[src/rtl/cgf_pkg.sv]
// Shared types and helpers for the candidate generator/filter.
// Holds the FSM encoding, default LFSR constants and the Galois step function.
package cgf_pkg;

    typedef enum logic [2:0] {
        IDLE,
        GEN,
        CHECK,
        EMIT,
        DONE
    } state_t;

    localparam logic [31:0] CGF_POLY = 32'h8020_0003;
    localparam logic [31:0] CGF_SEED = 32'h0000_0001;

    // Galois right-shift step: a set LSB folds the feedback mask back in.
    function automatic logic [31:0] lfsr_step(input logic [31:0] cur, input logic [31:0] poly);
        return cur[0] ? ((cur >> 1) ^ poly) : (cur >> 1);
    endfunction

endpackage

[src/rtl/cgf_lfsr32.sv]
// 32-bit Galois LFSR that advances only when step is high.
// Exposes the low OUT_W bits as the candidate value.
module cgf_lfsr32
    import cgf_pkg::*;
#(
    parameter logic [31:0] SEED  = CGF_SEED,
    parameter logic [31:0] POLY  = CGF_POLY,
    parameter int          OUT_W = 16
) (
    input  logic             clk,
    input  logic             rst,
    input  logic             step,
    output logic [OUT_W-1:0] value
);

    // An all-zero state would lock up the register, so a zero seed becomes 1.
    localparam logic [31:0] SEED_EFF = (SEED == 32'd0) ? 32'd1 : SEED;

    logic [31:0] lfsr_q, lfsr_d;

    always_comb begin
        lfsr_d = step ? lfsr_step(lfsr_q, POLY) : lfsr_q;
    end

    always_ff @(posedge clk or posedge rst) begin
        if (rst) lfsr_q <= SEED_EFF;
        else     lfsr_q <= lfsr_d;
    end

    assign value = lfsr_q[OUT_W-1:0];

endmodule

[src/rtl/cand_gen_filter.sv]
// Drives LFSR candidates to the constraint modules and forwards only those
// satisfying every constraint over a valid/ready handshake, giving up after MAX_TRIES.
module cand_gen_filter
    import cgf_pkg::*;
#(
    parameter int          VAR_W     = 16,
    parameter int          NUM_CONS  = 4,
    parameter logic [31:0] SEED      = CGF_SEED,
    parameter logic [31:0] POLY      = CGF_POLY,
    parameter int          MAX_TRIES = 1024,
    parameter int          CNT_W     = 16
) (
    input  logic                clk,
    input  logic                rst,
    input  logic                start,
    input  logic [CNT_W-1:0]    num_samples,
    output logic [VAR_W-1:0]    cand,
    input  logic [NUM_CONS-1:0] cons_ok,
    output logic                sample_valid,
    input  logic                sample_ready,
    output logic [VAR_W-1:0]    sample_data,
    output logic                busy,
    output logic                done,
    output logic                fail,
    output logic [CNT_W-1:0]    accept_cnt,
    output logic [CNT_W-1:0]    try_cnt
);

    localparam logic [31:0] MAX_TRIES_U = 32'(MAX_TRIES);

    state_t             state_q, state_d;
    logic               sample_valid_q, sample_valid_d;
    logic [VAR_W-1:0]   sample_data_q, sample_data_d;
    logic               done_q, done_d;
    logic               fail_q, fail_d;
    logic [CNT_W-1:0]   accept_cnt_q, accept_cnt_d;
    logic [CNT_W-1:0]   try_cnt_q, try_cnt_d;
    logic [CNT_W-1:0]   target_q, target_d;
    logic [CNT_W-1:0]   accept_inc;
    logic               all_ok, tries_out, handshake;

    cgf_lfsr32 #(
        .SEED  (SEED),
        .POLY  (POLY),
        .OUT_W (VAR_W)
    ) u_lfsr (
        .clk   (clk),
        .rst   (rst),
        .step  (state_q == GEN),
        .value (cand)
    );

    assign all_ok     = &cons_ok;
    assign tries_out  = 32'(try_cnt_q) >= MAX_TRIES_U;
    assign handshake  = sample_valid_q && sample_ready;
    assign accept_inc = accept_cnt_q + 1'b1;

    always_ff @(posedge clk or posedge rst) begin
        if (rst) state_q <= IDLE;
        else     state_q <= state_d;
    end

    always_comb begin
        state_d = state_q;
        case (state_q)
            IDLE, DONE: if (start) state_d = (num_samples == '0) ? DONE : GEN;
            GEN:        state_d = CHECK;
            CHECK:      state_d = all_ok ? EMIT : (tries_out ? DONE : GEN);
            EMIT:       if (handshake) state_d = (accept_inc == target_q) ? DONE : GEN;
            default:    state_d = IDLE;
        endcase
    end

    always_comb begin
        sample_valid_d = sample_valid_q;
        sample_data_d  = sample_data_q;
        done_d         = done_q;
        fail_d         = fail_q;
        accept_cnt_d   = accept_cnt_q;
        try_cnt_d      = try_cnt_q;
        target_d       = target_q;
        case (state_q)
            IDLE, DONE: begin
                if (start) begin
                    target_d     = num_samples;
                    accept_cnt_d = '0;
                    try_cnt_d    = '0;
                    fail_d       = 1'b0;
                    done_d       = (num_samples == '0);
                end
            end
            GEN: begin
                if (try_cnt_q != '1) try_cnt_d = try_cnt_q + 1'b1;
            end
            CHECK: begin
                if (all_ok) begin
                    sample_data_d  = cand;
                    sample_valid_d = 1'b1;
                end else if (tries_out) begin
                    fail_d = 1'b1;
                    done_d = 1'b1;
                end
            end
            EMIT: begin
                if (handshake) begin
                    accept_cnt_d   = accept_inc;
                    try_cnt_d      = '0;
                    sample_valid_d = 1'b0;
                    if (accept_inc == target_q) done_d = 1'b1;
                end
            end
            default: ;
        endcase
    end

    always_ff @(posedge clk or posedge rst) begin
        if (rst) begin
            sample_valid_q <= 1'b0;
            sample_data_q  <= '0;
            done_q         <= 1'b0;
            fail_q         <= 1'b0;
            accept_cnt_q   <= '0;
            try_cnt_q      <= '0;
            target_q       <= '0;
        end else begin
            sample_valid_q <= sample_valid_d;
            sample_data_q  <= sample_data_d;
            done_q         <= done_d;
            fail_q         <= fail_d;
            accept_cnt_q   <= accept_cnt_d;
            try_cnt_q      <= try_cnt_d;
            target_q       <= target_d;
        end
    end

    assign sample_valid = sample_valid_q;
    assign sample_data  = sample_data_q;
    assign done         = done_q;
    assign fail         = fail_q;
    assign accept_cnt   = accept_cnt_q;
    assign try_cnt      = try_cnt_q;
    assign busy         = (state_q == GEN) || (state_q == CHECK) || (state_q == EMIT);

endmodule
[config.mk]
export PLATFORM = sky130hd
export DESIGN_NAME = cand_gen_filter
export DESIGN_NICKNAME = d
export VERILOG_FILES = /design/src/rtl/cgf_pkg.sv /design/src/rtl/cgf_lfsr32.sv /design/src/rtl/cand_gen_filter.sv
export SDC_FILE = /design/constraint.sdc
export NUM_CORES = 1
export LEC_CHECK = 0
export ABC_CLOCK_PERIOD_IN_PS = 2900
export BUFFER_PORTS_ARGS = -buffer_cell sky130_fd_sc_hd__buf_2
export CAP_MARGIN = 20
export CORE_ASPECT_RATIO = 1.1
export CORE_MARGIN = 2
export CORE_UTILIZATION = 51
export DETAILED_ROUTE_END_ITERATION = 8
export PLACE_DENSITY = 0.77
export SETUP_SLACK_MARGIN = 0.15
export SLEW_MARGIN = 20
export SYNTH_ARGS = -nofsm -noshare
export SYNTH_HDL_FRONTEND = slang
export SYNTH_SLANG_ARGS = --single-unit
[constraint.sdc]
create_clock -name clk -period 2.9 [get_ports clk]
set_clock_uncertainty 0.05 [all_clocks]
set_input_delay 0.145 -clock clk [delete_from_list [all_inputs] [get_ports clk]]
set_output_delay 0.145 -clock clk [all_outputs]
set_load 0.005 [all_outputs]
==> flow_metrics.tcl <==
set metrics [dict create \
    relSlewSlack_pct 37.5 \
    finalPower_mw 3.90 \
    fin_ws_ps 300 \
    routed_wl_mm 11.7 \
    vias 4290 \
    final_common_cell "nand2_1" \
    cellLeakagePower_nw 3.10 \
    cts_tree "built" \
    crit_chain "ha_2 > and3_1 > nand3_1 > mux2i_1 > nor4_4 > nand4_2 > o31ai_4 > mux2_1" \
    drt-wirelength-per-cell_um 15.2 \
    final_cells 772 \
    worstSetupPathType "flip-flop to flip-flop" \
    drive_above_1_share_pct 23.9 \
    grt_max_degree 43 \
    drc 0 \
    final_cell_mix "nand2_1 (172), dfrtp_1 (100), buf_2 (91)" \
    start_util_pct 52.1 \
    place_congestion 0.955 \
    die_area_sq_um 10900 \
    yosys.area.top_type "dfrtp_1" \
    chipWidth_um 99.6 \
    finalSetupViolCount 0 \
    numCtsBuffers 9 \
    diodes 0 \
    synth_top_area_share_pct 49.3 \
    async_flop_share_pct 100 \
    grtUsageTotal_pct 22.3 \
    area_growth_pct 16.8 \
    hold_viol_final 0 \
    placed_cell_area_sq_um 5600 \
    cts_buffer_depth 2 \
    hold_class "input pin to flip-flop" \
    dominantRegCellSynth "dfrtp_1" \
    status "finished clean" \
    io_pins 92 \
    io_buffers 91 \
    vias_per_cell 5.56 \
    dp_slack_ps 243 \
    grt_pass1_vias 4123 \
    finalWorstPathRequiredPeriod_ps 2600 \
    cp-start-kind "flip-flop" \
    htree_num_levels 3 \
    period_share_pct 89.7 \
    cp_data_required_time_ps 3120 \
    max_stage_delay_ps 450 \
    holdWs_ps 38.2 \
    row_count 38 \
    final_area_sq_um 5990 \
    dp_cells 739 \
    die_height_um 109 \
    max_freq_mhz 385 \
    tightestPinTransition_ps 935 \
    slew_viol_final 0 \
    finalSetupTns_ps 0 \
    ys_types 55 \
    nets 674 \
    worstPathMaxFanout 7 \
    synth_cells 558 \
    drv_cap 0 \
    cp_slowest_cell "dfrtp_2" \
    end_kind "flip-flop" \
    path_clk_slew_ps 110 \
    p_per_area_nw_per_um2 652 \
    drt-initial-drc-count 281 \
    drtPass1Iterations 5 \
    clk_latency_ps 370 \
    synth_edf_count 0 \
    ys_seq_area_share_pct 49.8 \
    overflow 0 \
    cts_root_buffer "clkbuf_8" \
    clkSinkCount 102 \
    vdd_ir_drop_max_mv 0.408 \
    rsz0062_at_grt "false" \
    crit_arrival_ps 2820 \
    syn_nets 585 \
    synth_area_per_cell_sq_um 9.18 \
    core-area_sq_um 9840 \
    yosys_warnings 0 \
    ys_ff_latch 102 \
    grt_first_pass_wirelength_mm 19.6 \
    antenna_found_initial 0 \
    post-dp-hpwl_mm 8.09 \
    fin_util_pct 60.8 \
    synth_area_leaders "dfrtp_1 (49%), nand2_1 (13%), mux2_2 (3.7%), xor2_1 (3.4%), o21ai_0 (2.6%)" \
    syn_area_sq_um 5120 \
    antenna_left 0 \
]
==> synth_stat cells (3+ instances only) <==
| library cell | instances |
|---|---|
| inv_1 | 8 |
| nand3_1 | 22 |
| nor2b_1 | 7 |
| a21oi_1 | 14 |
| ha_1 | 3 |
| clkbuf_1 | 17 |
| dfrtp_1 | 101 |
| nor3_1 | 6 |
| xor2_1 | 20 |
| nor4_1 | 7 |
| and3_1 | 5 |
| o21ai_0 | 27 |
| or3_1 | 3 |
| o31ai_1 | 7 |
| xnor2_1 | 15 |
| nor2_1 | 26 |
| buf_2 | 6 |
| a31oi_1 | 4 |
| nand2_1 | 172 |
| buf_4 | 17 |
| nand2b_1 | 3 |
| mux2_2 | 17 |
| nand4_1 | 11 |
==> path summary, 6_finish.rpt <==
check	from	to	slack, ps	cells after the start
min in group asynchronous	rst	sample_data[10]$_DFFE_PP0P_	460	3
worst max register to register	accept_cnt[1]$_DFFE_PP0P_	done$_DFFE_PP0P_	300	8
max in group asynchronous	rst	accept_cnt[14]$_DFFE_PP0P_	1550	4
worst max-delay path	accept_cnt[1]$_DFFE_PP0P_	done$_DFFE_PP0P_	300	8
worst min-delay path	sample_ready	sample_valid$_DFFE_PP0P_	40	4
worst min register to register	u_lfsr.lfsr_q[29]$_DFFE_PP0P_	u_lfsr.lfsr_q[28]$_DFFE_PP0P_	430	2
==> layer usage <==
metal  GRT usage, %  routed length [um]  up-vias
met5              0                   0        -
met1           29.2                5040     2070
li1               -                   -     2052
met3           4.17                 545       28
met4           6.65                 212        0
met2           37.9                5940      140
==> sequential cells by signal, summed over array words and instances, names as in the netlist <==
signal,cells
fail,1
sample_valid,1
done,1
state_q,3
accept_cnt,16
u_lfsr.lfsr_q,32
target_q,16
try_cnt,16
sample_data,16
==> kinds of logic after synthesis <==
kind of cell             share of synthesized area, %
buffers and inverters                            5.13
flip-flops                                       49.8
AO/OA/AOI/OAI                                    8.52
AND/OR/NAND/NOR                                  25.4
adder cells (fa/ha/maj)                         0.733
multiplexers                                     4.35
XOR/XNOR                                         5.98
==> repair_timing <==
action | in CTS | in global routing
endpoints found under the hold margin | 54 | 0
hold buffers | 17 | 0
resized for setup | 0 | 2
buffers inserted | 0 | 0
setup endpoints to repair | 0 | 1
==> critical path: cells and delay by family (launching register included) <==
kind,cells,cell delay [ps]
compound gates,1,310
mux,2,540
flops,1,450
fa+ha+maj,1,260
simple gates,4,880
==> final cells by class <==
| class | count | area, sq um |
|---|---|---|
| fill | 775 | 3860 |
| sequential | 102 | 2550 |
| multi-input combinational | 407 | 2310 |
| timing repair buffer | 119 | 721 |
| tap | 120 | 150 |
| clock buffer | 9 | 124 |
| clock inverter | 7 | 87.6 |
| inverter | 8 | 33.8 |
==> report_power, final <==
group,internal [mW],switching [mW]
sequential,1.58,0.201
combinational,0.442,0.758
clock,0.349,0.566
total,2.38,1.52
(Power assumes the default switching activity.)
